--- config.mk ---
export PLATFORM = sky130hd
export DESIGN_NAME = host_link_io_flat
export DESIGN_NICKNAME = d
export VERILOG_FILES = /design/src/rtl/host_link_pkg.sv /design/src/rtl/host_link_if.sv /design/src/rtl/host_link_result_fifo.sv /design/src/rtl/host_link_io.sv /design/src/flat_wrapper.sv
export SDC_FILE = /design/constraint.sdc
export NUM_CORES = 1
export LEC_CHECK = 0
export BUFFER_PORTS_ARGS = -buffer_cell sky130_fd_sc_hd__buf_4
export CAP_MARGIN = 0
export CORE_MARGIN = 2
export CORE_UTILIZATION = 55
export DETAILED_ROUTE_END_ITERATION = 7
export PLACE_DENSITY = 0.79
export SYNTH_ARGS = -nofsm -noshare
export SYNTH_HDL_FRONTEND = slang
export SYNTH_HIERARCHICAL = 1
export SYNTH_SLANG_ARGS = --single-unit
--- constraint.sdc ---
create_clock -name clk -period 6.7 [get_ports clk]
set_input_delay 1.005 -clock clk [delete_from_list [all_inputs] [get_ports clk]]
set_output_delay 1.005 -clock clk [all_outputs]
set_load 0.1 [all_outputs]
--- src/rtl/host_link_pkg.sv ---
// host_link_pkg: shared state encoding and default sizing for the host link
// I/O block (job/device configuration loader and nonce result reporter).
package host_link_pkg;

    // Default widths and result FIFO depth.
    localparam int DEF_DEVICE_CONFIG_WIDTH = 8;
    localparam int DEF_JOB_CONFIG_WIDTH    = 360;
    localparam int DEF_RESULT_DATA_WIDTH   = 32;
    localparam int DEF_RESULT_DEPTH        = 4;

    // One-hot controller state.
    typedef logic [2:0] state_t;

    localparam logic [2:0] ST_IDLE = 3'b001;
    localparam logic [2:0] ST_EXEC = 3'b010;
    localparam logic [2:0] ST_DONE = 3'b100;

endpackage

--- src/rtl/host_link_if.sv ---
// host_link_if: the two host SPI links plus the hashing core result strobe.
// master = host / core side, slave = host_link_io.
interface host_link_if
    import host_link_pkg::*;
#(
    parameter int RESULT_DATA_WIDTH = DEF_RESULT_DATA_WIDTH
) ();

    logic                         sck0;
    logic                         sdi0;
    logic                         cs0_n;
    logic                         sck1;
    logic                         sdi1;
    logic                         sdo1;
    logic                         cs1_n;
    logic [RESULT_DATA_WIDTH-1:0] shapool_result;
    logic                         shapool_success;

    modport master (
        output sck0, sdi0, cs0_n, sck1, sdi1, cs1_n, shapool_result, shapool_success,
        input  sdo1
    );

    modport slave (
        input  sck0, sdi0, cs0_n, sck1, sdi1, cs1_n, shapool_result, shapool_success,
        output sdo1
    );

endinterface

--- src/rtl/host_link_result_fifo.sv ---
// host_link_result_fifo: DEPTH x DATA_WIDTH result FIFO with synchronous
// reset, synchronous clear, a combinational head view and a registered
// occupancy count. A push on a full FIFO is accepted when a pop happens in
// the same cycle.
module host_link_result_fifo #(
    parameter int DATA_WIDTH = 32,
    parameter int DEPTH      = 4
) (
    input  logic                         clk,
    input  logic                         reset_n,
    input  logic                         clr,
    input  logic                         push,
    input  logic                         pop,
    input  logic [DATA_WIDTH-1:0]        push_data,
    output logic [DATA_WIDTH-1:0]        head_data,
    output logic [$clog2(DEPTH):0]       count,
    output logic                         full,
    output logic                         empty
);

    localparam int PTR_W = $clog2(DEPTH);
    localparam int CNT_W = PTR_W + 1;

    logic [DATA_WIDTH-1:0] mem_r [DEPTH];
    logic [PTR_W-1:0]      wr_ptr_r;
    logic [PTR_W-1:0]      rd_ptr_r;
    logic [CNT_W-1:0]      count_r;
    logic                  do_push_s;
    logic                  do_pop_s;

    assign full      = (count_r == CNT_W'(DEPTH));
    assign empty     = (count_r == {CNT_W{1'b0}});
    assign do_pop_s  = pop && !empty;
    assign do_push_s = push && (!full || do_pop_s);
    assign head_data = mem_r[rd_ptr_r];
    assign count     = count_r;

    // Storage, pointers and occupancy; pointers wrap since DEPTH is a power of two.
    always_ff @(posedge clk) begin
        if (!reset_n) begin
            wr_ptr_r <= {PTR_W{1'b0}};
            rd_ptr_r <= {PTR_W{1'b0}};
            count_r  <= {CNT_W{1'b0}};
            for (int i = 0; i < DEPTH; i++) begin
                mem_r[i] <= {DATA_WIDTH{1'b0}};
            end
        end else if (clr) begin
            wr_ptr_r <= {PTR_W{1'b0}};
            rd_ptr_r <= {PTR_W{1'b0}};
            count_r  <= {CNT_W{1'b0}};
        end else begin
            if (do_push_s) begin
                mem_r[wr_ptr_r] <= push_data;
                wr_ptr_r        <= wr_ptr_r + PTR_W'(1'b1);
            end
            if (do_pop_s) begin
                rd_ptr_r <= rd_ptr_r + PTR_W'(1'b1);
            end
            case ({do_push_s, do_pop_s})
                2'b10:   count_r <= count_r + CNT_W'(1'b1);
                2'b01:   count_r <= count_r - CNT_W'(1'b1);
                default: count_r <= count_r;
            endcase
        end
    end

endmodule

--- src/rtl/host_link_io.sv ---
// host_link_io: loads job/device configuration over two SPI links while
// idle, collects nonce results from the hashing core while executing, and
// streams them back to the host over SPI1 once halted.
// Build option: define HOST_LINK_HALT_ON_FULL_EN to halt (enter DONE) as soon
// as the result FIFO fills; otherwise execution continues and extra results
// are dropped with the sticky overflow flag set.
module host_link_io
    import host_link_pkg::*;
#(
    parameter int DEVICE_CONFIG_WIDTH = DEF_DEVICE_CONFIG_WIDTH,
    parameter int JOB_CONFIG_WIDTH    = DEF_JOB_CONFIG_WIDTH,
    parameter int RESULT_DATA_WIDTH   = DEF_RESULT_DATA_WIDTH,
    parameter int RESULT_DEPTH        = DEF_RESULT_DEPTH
) (
    input  logic                             clk,
    input  logic                             reset_n,
    input  logic                             run,
    host_link_if.slave                       bus,
    output logic [DEVICE_CONFIG_WIDTH-1:0]   device_config,
    output logic [JOB_CONFIG_WIDTH-1:0]      job_config,
    output logic                             ready,
    output logic [$clog2(RESULT_DEPTH):0]    result_count,
    output logic                             overflow
);

    localparam int CNT_W = $clog2(RESULT_DEPTH) + 1;
    localparam int BIT_W = $clog2(RESULT_DATA_WIDTH);

`ifdef HOST_LINK_HALT_ON_FULL_EN
    localparam logic HALT_ON_FULL = 1'b1;
`else
    localparam logic HALT_ON_FULL = 1'b0;
`endif

    // Synchronisers: bit [1] is the synchronised level, bit [2] its previous value.
    logic [2:0] sck0_sync_r;
    logic [2:0] sck1_sync_r;
    logic [2:0] cs1_sync_r;
    logic [1:0] cs0_sync_r;
    logic [1:0] sdi0_sync_r;
    logic [1:0] sdi1_sync_r;

    logic sck0_rise_s;
    logic sck1_rise_s;
    logic cs0_low_s;
    logic cs1_low_s;
    logic cs1_fall_s;
    logic cs1_rise_s;
    logic sdi0_s;
    logic sdi1_s;

    state_t state_r;
    state_t state_nxt_s;
    logic   in_idle_s;
    logic   in_exec_s;
    logic   in_done_s;

    logic [RESULT_DATA_WIDTH-1:0] out_r;
    logic [BIT_W-1:0]             bit_cnt_r;
    logic                         reload_r;

    logic                         fifo_clr_s;
    logic                         push_req_s;
    logic                         fifo_push_s;
    logic                         fifo_pop_s;
    logic                         drop_s;
    logic                         shift_out_s;
    logic                         word_done_s;
    logic [RESULT_DATA_WIDTH-1:0] fifo_head_s;
    logic [CNT_W-1:0]             fifo_count_s;
    logic                         fifo_full_s;
    logic                         fifo_empty_s;

    // Two-flop synchronisers with one extra history bit for edge detection.
    always_ff @(posedge clk) begin
        if (!reset_n) begin
            sck0_sync_r <= 3'b000;
            sck1_sync_r <= 3'b000;
            cs1_sync_r  <= 3'b000;
            cs0_sync_r  <= 2'b00;
            sdi0_sync_r <= 2'b00;
            sdi1_sync_r <= 2'b00;
        end else begin
            sck0_sync_r <= {sck0_sync_r[1:0], bus.sck0};
            sck1_sync_r <= {sck1_sync_r[1:0], bus.sck1};
            cs1_sync_r  <= {cs1_sync_r[1:0], bus.cs1_n};
            cs0_sync_r  <= {cs0_sync_r[0], bus.cs0_n};
            sdi0_sync_r <= {sdi0_sync_r[0], bus.sdi0};
            sdi1_sync_r <= {sdi1_sync_r[0], bus.sdi1};
        end
    end

    assign sck0_rise_s = (sck0_sync_r[2:1] == 2'b01);
    assign sck1_rise_s = (sck1_sync_r[2:1] == 2'b01);
    assign cs1_fall_s  = (cs1_sync_r[2:1] == 2'b10);
    assign cs1_rise_s  = (cs1_sync_r[2:1] == 2'b01);
    assign cs0_low_s   = !cs0_sync_r[1];
    assign cs1_low_s   = !cs1_sync_r[1];
    assign sdi0_s      = sdi0_sync_r[1];
    assign sdi1_s      = sdi1_sync_r[1];

    assign in_idle_s = (state_r == ST_IDLE);
    assign in_exec_s = (state_r == ST_EXEC);
    assign in_done_s = (state_r == ST_DONE);

    assign fifo_clr_s  = in_idle_s && run;
    assign push_req_s  = in_exec_s && bus.shapool_success;
    assign fifo_push_s = push_req_s && !fifo_full_s;
    assign drop_s      = push_req_s && fifo_full_s;
    assign shift_out_s = in_done_s && sck1_rise_s && cs1_low_s;
    assign word_done_s = shift_out_s && (bit_cnt_r == BIT_W'(RESULT_DATA_WIDTH - 1));
    assign fifo_pop_s  = word_done_s;

    // Next-state selection; a host select in EXEC wins over run dropping.
    always_comb begin
        state_nxt_s = state_r;
        case (state_r)
            ST_IDLE: begin
                if (run) state_nxt_s = ST_EXEC;
                else     state_nxt_s = ST_IDLE;
            end
            ST_EXEC: begin
                if (cs1_low_s)                       state_nxt_s = ST_DONE;
                else if (!run)                       state_nxt_s = ST_IDLE;
                else if (HALT_ON_FULL && fifo_full_s) state_nxt_s = ST_DONE;
                else                                 state_nxt_s = ST_EXEC;
            end
            ST_DONE: begin
                if (!run) state_nxt_s = ST_IDLE;
                else      state_nxt_s = ST_DONE;
            end
            default: state_nxt_s = ST_IDLE;
        endcase
    end

    // Controller state, registered ready and the sticky overflow flag.
    always_ff @(posedge clk) begin
        if (!reset_n) begin
            state_r  <= ST_IDLE;
            ready    <= 1'b0;
            overflow <= 1'b0;
        end else begin
            state_r <= state_nxt_s;
            ready   <= (state_nxt_s == ST_DONE);
            if (fifo_clr_s) begin
                overflow <= 1'b0;
            end else if (drop_s) begin
                overflow <= 1'b1;
            end
        end
    end

    // Configuration shift registers, MSB first, only while idle.
    always_ff @(posedge clk) begin
        if (!reset_n) begin
            job_config    <= {JOB_CONFIG_WIDTH{1'b0}};
            device_config <= {DEVICE_CONFIG_WIDTH{1'b0}};
        end else if (in_idle_s) begin
            if (sck0_rise_s && cs0_low_s) begin
                job_config <= {job_config[JOB_CONFIG_WIDTH-2:0], sdi0_s};
            end
            if (sck1_rise_s && cs1_low_s) begin
                device_config <= {device_config[DEVICE_CONFIG_WIDTH-2:0], sdi1_s};
            end
        end
    end

    // Result readout: reload one cycle after entering DONE or finishing a
    // word (so the head reflects the latest push/pop), or on a select fall;
    // a select rise abandons a partial word without popping.
    always_ff @(posedge clk) begin
        if (!reset_n) begin
            out_r     <= {RESULT_DATA_WIDTH{1'b0}};
            bit_cnt_r <= {BIT_W{1'b0}};
            reload_r  <= 1'b0;
        end else begin
            reload_r <= (in_exec_s && (state_nxt_s == ST_DONE)) || word_done_s;
            if (!in_done_s) begin
                bit_cnt_r <= {BIT_W{1'b0}};
            end else if (reload_r || cs1_fall_s) begin
                out_r     <= fifo_empty_s ? {RESULT_DATA_WIDTH{1'b0}} : fifo_head_s;
                bit_cnt_r <= {BIT_W{1'b0}};
            end else if (cs1_rise_s) begin
                bit_cnt_r <= {BIT_W{1'b0}};
            end else if (shift_out_s) begin
                out_r     <= {out_r[RESULT_DATA_WIDTH-2:0], sdi1_s};
                bit_cnt_r <= word_done_s ? {BIT_W{1'b0}} : (bit_cnt_r + BIT_W'(1'b1));
            end
        end
    end

    assign bus.sdo1     = in_done_s ? out_r[RESULT_DATA_WIDTH-1]
                                    : device_config[DEVICE_CONFIG_WIDTH-1];
    assign result_count = fifo_count_s;

    host_link_result_fifo #(
        .DATA_WIDTH (RESULT_DATA_WIDTH),
        .DEPTH      (RESULT_DEPTH)
    ) u_result_fifo (
        .clk       (clk),
        .reset_n   (reset_n),
        .clr       (fifo_clr_s),
        .push      (fifo_push_s),
        .pop       (fifo_pop_s),
        .push_data (bus.shapool_result),
        .head_data (fifo_head_s),
        .count     (fifo_count_s),
        .full      (fifo_full_s),
        .empty     (fifo_empty_s)
    );

endmodule

--- src/flat_wrapper.sv ---
// flat-port wrapper written by rule: the top's interface ports become plain ports
module host_link_io_flat import host_link_pkg::*;
#(
    parameter int DEVICE_CONFIG_WIDTH = DEF_DEVICE_CONFIG_WIDTH,
    parameter int JOB_CONFIG_WIDTH    = DEF_JOB_CONFIG_WIDTH,
    parameter int RESULT_DATA_WIDTH   = DEF_RESULT_DATA_WIDTH,
    parameter int RESULT_DEPTH        = DEF_RESULT_DEPTH
)
  (clk, reset_n, run, device_config, job_config, ready, result_count, overflow, bus_sck0, bus_sdi0, bus_cs0_n, bus_sck1, bus_sdi1, bus_cs1_n, bus_shapool_result, bus_shapool_success, bus_sdo1);
  host_link_if #(.RESULT_DATA_WIDTH(RESULT_DATA_WIDTH)) bus_i ();
  input  logic clk;
  input  logic reset_n;
  input  logic run;
  output logic [DEVICE_CONFIG_WIDTH-1:0] device_config;
  output logic [JOB_CONFIG_WIDTH-1:0] job_config;
  output logic ready;
  output logic [$clog2(RESULT_DEPTH):0] result_count;
  output logic overflow;
  input wire logic [$bits(bus_i.sck0)-1:0] bus_sck0;
  input wire logic [$bits(bus_i.sdi0)-1:0] bus_sdi0;
  input wire logic [$bits(bus_i.cs0_n)-1:0] bus_cs0_n;
  input wire logic [$bits(bus_i.sck1)-1:0] bus_sck1;
  input wire logic [$bits(bus_i.sdi1)-1:0] bus_sdi1;
  input wire logic [$bits(bus_i.cs1_n)-1:0] bus_cs1_n;
  input wire logic [$bits(bus_i.shapool_result)-1:0] bus_shapool_result;
  input wire logic [$bits(bus_i.shapool_success)-1:0] bus_shapool_success;
  output wire logic [$bits(bus_i.sdo1)-1:0] bus_sdo1;
  assign bus_i.sck0 = bus_sck0;
  assign bus_i.sdi0 = bus_sdi0;
  assign bus_i.cs0_n = bus_cs0_n;
  assign bus_i.sck1 = bus_sck1;
  assign bus_i.sdi1 = bus_sdi1;
  assign bus_i.cs1_n = bus_cs1_n;
  assign bus_i.shapool_result = bus_shapool_result;
  assign bus_i.shapool_success = bus_shapool_success;
  assign bus_sdo1 = bus_i.sdo1;
  host_link_io #(.DEVICE_CONFIG_WIDTH(DEVICE_CONFIG_WIDTH), .JOB_CONFIG_WIDTH(JOB_CONFIG_WIDTH), .RESULT_DATA_WIDTH(RESULT_DATA_WIDTH), .RESULT_DEPTH(RESULT_DEPTH)) u_core (.clk(clk), .reset_n(reset_n), .run(run), .bus(bus_i), .device_config(device_config), .job_config(job_config), .ready(ready), .result_count(result_count), .overflow(overflow));
endmodule
==> flow_summary.json <==
{
  "insertedDiodeCount": 0,
  "hold_violations": 0,
  "place_ws_ps": 3060,
  "initial_antenna_violation_count": 0,
  "gr-usage-met3_pct": 5.20,
  "groute.layer.met1.usage_pct": 31.1,
  "design.core.area_um2": 39700,
  "syn_area_um2": 22100,
  "final_cell_mix": "767 x sky130_fd_sc_hd__nand2_1, 433 x sky130_fd_sc_hd__buf_4, 433 x sky130_fd_sc_hd__dfxtp_1",
  "area_growth_syn_to_layout_pct": 22.6,
  "insertion_delay_ps": 590,
  "grt.met2_usage_pct": 43.3,
  "top_usage_layer": "met2",
  "post_drt_wl_per_cell_um": 17.4,
  "dominantRegCellSynth": "sky130_fd_sc_hd__dfxtp_1",
  "crit_path_max_fanout": 35,
  "worst_slew_pin_slew_ps": 1170,
  "synth_largest_type_area_fraction_pct": 39.4,
  "dr.first_iter.drc_count": 1492,
  "routed-via-count": 17000,
  "timing_max_transition_violations_final": 0,
  "clock_tree.root_cell": "sky130_fd_sc_hd__clkbuf_16",
  "num_rows": 73,
  "synth_simple_gate_area_share_pct": 20.4,
  "first_pass_iteration_count_of_the_detailed_router": 5,
  "finalWorstPathRequiredPeriod_ps": 3720,
  "power-per-cell-area_nw_per_um2": 249,
  "route.detailed.drc": 0,
  "intPower_mw": 5.35,
  "totalWireLength_um": 55200,
  "hold_path_class": "register to register",
  "cts_resized": 0,
  "sw_frac_of_total_pct": 20.9,
  "start_util_pct": 55.6,
  "ioPinCount": 416,
  "post_synth_fa_ha_maj_area_fraction_pct": 0.204,
  "critical_path_arrival_ps": 3950,
  "global_route_wire_length_before_repair_um": 84100,
  "clock_power_share_pct": 45.0,
  "ys_ff_latch": 563,
  "nFillCells": 3004,
  "sequentialPowerShare_pct": 51.9,
  "die_w_um": 204,
  "cts.reportedPaths.clkPinSlew_ps": 60,
  "netlist-cell-type-count": 56,
  "yosysWarnings": 6,
  "hold_buffers": 0,
  "hold-path-cell-count": 1,
  "timing.critical_path.from_type": "register",
  "gp_congestion": 0.828,
  "vdd_ir_drop_max_v": 0.000257,
  "cts_tree": "built",
  "dpl_cell_area_um2": 25300,
  "layout_commonest_cell": "sky130_fd_sc_hd__nand2_1",
  "rsz0062_at_grt": "no",
  "post_synth_mux_area_share_pct": 3.31,
  "overflow": 0,
  "max_clock_freq_mhz": 269,
  "final_layout_size_suffix_gt1_share_pct": 21.7,
  "tritoncts.num_buffers": 56,
  "avgSynthCellArea_um2": 9.65,
  "synth_top_family_by_area": "simple AND/OR/NAND/NOR gates",
  "io_buffers": 415,
  "count_of_nets_after_finishing": 2653,
  "synth.largest_area_cell": "sky130_fd_sc_hd__dfxtp_1",
  "final-setup-viol-count": 0,
  "maximum_number_of_pins_on_one_net_before_global_route_repair": 232,
  "final_cell_area_um2": 27100,
  "cts.sinks": 563,
  "final_antenna_net_count": 0,
  "synth_enable_flop_cells": 128,
  "all_layer_gr_usage_pct": 25.3,
  "endpoint_kind": "register",
  "synthesized_instance_count": 2292,
  "max-clock-path-buffers": 3,
  "netSwitchingPower_mw": 1.41,
  "timing.slew.headroom_pct": 22.1,
  "grt_pass1_vias": 15700,
  "layout.core_utilization_pct": 68.2,
  "outcome": "finished clean",
  "setup_tns_ps": 0,
  "synth.area.top_cells": "sky130_fd_sc_hd__dfxtp_1 39%, sky130_fd_sc_hd__edfxtp_1 17%, sky130_fd_sc_hd__nand2_1 13%",
  "die_height_um": 204,
  "asyncSetResetFlopFracSynth_pct": 0,
  "synth_sequential_area_ratio_pct": 56.8,
  "setup_ws_ps": 2980,
  "path_class": "register to register",
  "combinationalPowerShare_pct": 3.1,
  "critPathRequiredTime_ps": 6930,
  "worst_r2r_path_depth": 10,
  "dp_hpwl_um": 36000,
  "whs_ps": 432,
  "timing.final.crit_share_pct": 55.5,
  "area_used_by_multi_input_combinational_logic_um2": 8780,
  "static-leakage-power_nw": 10.1,
  "register_area_um2": 12600,
  "finClkSkew_ps": 8.08,
  "synth_xor_xnor_area_share_pct": 0.198,
  "cts_htree_levels": 2,
  "max_cap_violations": 0,
  "die_area_um2": 41800,
  "route.detailed.vias_per_inst": 5.35,
  "compound_cell_area_share_of_the_yosys_netlist_pct": 15.2,
  "post_cts.repair.setup_buffers": 0,
  "synth_nets": 2337
}
## power by group through the flow
stage	combinational, mW	sequential [mW]	clock [mW]
CTS	0.211	3.51	3.10
finish	0.211	3.51	3.04
floorplan	0.146	3.58	0
global route	0.228	3.51	3.23
global placement	0.207	3.58	0
detailed placement	0.211	3.58	0
## critical path: stages (launching register included)
cell	delay, ps
sky130_fd_sc_hd__dfxtp_1	400
sky130_fd_sc_hd__ha_1	230
sky130_fd_sc_hd__and3_1	200
sky130_fd_sc_hd__ha_1	250
sky130_fd_sc_hd__inv_1	80
sky130_fd_sc_hd__nor2_1	700
sky130_fd_sc_hd__nor4b_4	170
sky130_fd_sc_hd__or3_1	360
sky130_fd_sc_hd__buf_4	270
sky130_fd_sc_hd__o31ai_4	210
sky130_fd_sc_hd__buf_4	440
## worst paths after layout
kind / from / end / slack, ps
worst max-delay path: u_core/bit_cnt_r[0] / u_core/u_result_fifo/mem_r[0][30] / 2980
worst min-delay path: u_core/sck0_sync_r[0] / u_core/sck0_sync_r[1] / 430
worst max register to register: u_core/bit_cnt_r[0] / u_core/u_result_fifo/mem_r[0][30] / 2980
worst min register to register: u_core/sck0_sync_r[0] / u_core/sck0_sync_r[1] / 430
## routing by layer
metal	routed length, um	part of all wire (%)	vias up
met3	3750	6.8	110
met4	2070	3.7	0
li1	-	-	8270
met5	0	0	-
met1	22200	40	8084
met2	27100	49	550
## layout make-up
| cell class | instances | share of cell area, % |
|---|---|---|
| clock buffers | 84 | 6.00 |
| repair buffers | 436 | 12.2 |
| multi-input cells | 1543 | 32.4 |
| well taps | 525 | 2.42 |
| clock inverters | 19 | 0.591 |
| inverters | 8 | 0.111 |
| flip-flops and latches | 563 | 46.3 |
## flip-flops by register name, summed over array words and instances (netlist names), 3 cells and up, named ones only
| signal | cells |
|---|---|
| u_core/state_r | 3 |
| u_core/bit_cnt_r | 5 |
| u_core/out_r | 32 |
| u_core/u_result_fifo/mem_r | 128 |
| u_core/sck1_sync_r | 3 |
| u_core/u_result_fifo/count | 3 |
| u_core/device_config | 8 |
| u_core/sck0_sync_r | 3 |
| u_core/cs1_sync_r | 3 |
| u_core/job_config | 360 |
## synthesized netlist by cell type (2+ instances only)
master                     number
sky130_fd_sc_hd__nand2_1      767
sky130_fd_sc_hd__dfxtp_1      435
sky130_fd_sc_hd__a21boi_1     300
sky130_fd_sc_hd__edfxtp_1     128
sky130_fd_sc_hd__and2_1       105
sky130_fd_sc_hd__clkbuf_1      96
sky130_fd_sc_hd__a21boi_0      68
sky130_fd_sc_hd__buf_2         58
sky130_fd_sc_hd__nand3_1       45
sky130_fd_sc_hd__nor2_1        43
sky130_fd_sc_hd__o21ai_0       38
sky130_fd_sc_hd__a31oi_1       36
sky130_fd_sc_hd__nand3b_1      33
sky130_fd_sc_hd__mux4_2        32
sky130_fd_sc_hd__buf_4         14
sky130_fd_sc_hd__a21oi_1        9
sky130_fd_sc_hd__and2_2         8
sky130_fd_sc_hd__inv_1          8
sky130_fd_sc_hd__nor3b_1        5
sky130_fd_sc_hd__or3_1          5
sky130_fd_sc_hd__xor2_1         5
sky130_fd_sc_hd__clkbuf_2       4
sky130_fd_sc_hd__nand2b_1       4
sky130_fd_sc_hd__buf_6          3
sky130_fd_sc_hd__o211ai_1       3
sky130_fd_sc_hd__o31ai_1        3
sky130_fd_sc_hd__a21o_1         2
sky130_fd_sc_hd__and3_1         2
sky130_fd_sc_hd__clkbuf_4       2
sky130_fd_sc_hd__ha_1           2
sky130_fd_sc_hd__nor2b_1        2
sky130_fd_sc_hd__nor3_1         2
sky130_fd_sc_hd__o21ba_2        2
## cell families (layout without fill, tap and decap cells)
family                     count (synthesis)  after routing
DFF                                      563            563
buffers and inverters                    186            547
AOI/OAI and AO/OA                        468            468
muxes                                     33             33
and+or+nand+nor                         1034           1034
adders and majority gates                  3              3
xor gates and xnor gates                   5              5
## metrics by stage
step	power, mW	std cells
3_3_place_gp	3.79	3075
2_1_floorplan	3.73	2292
5_1_grt	6.97	3178
4_1_cts	6.82	3178
6_report	6.76	3178
3_5_place_dp	3.79	3075
Note: power is estimated with default switching activity, not from simulation.
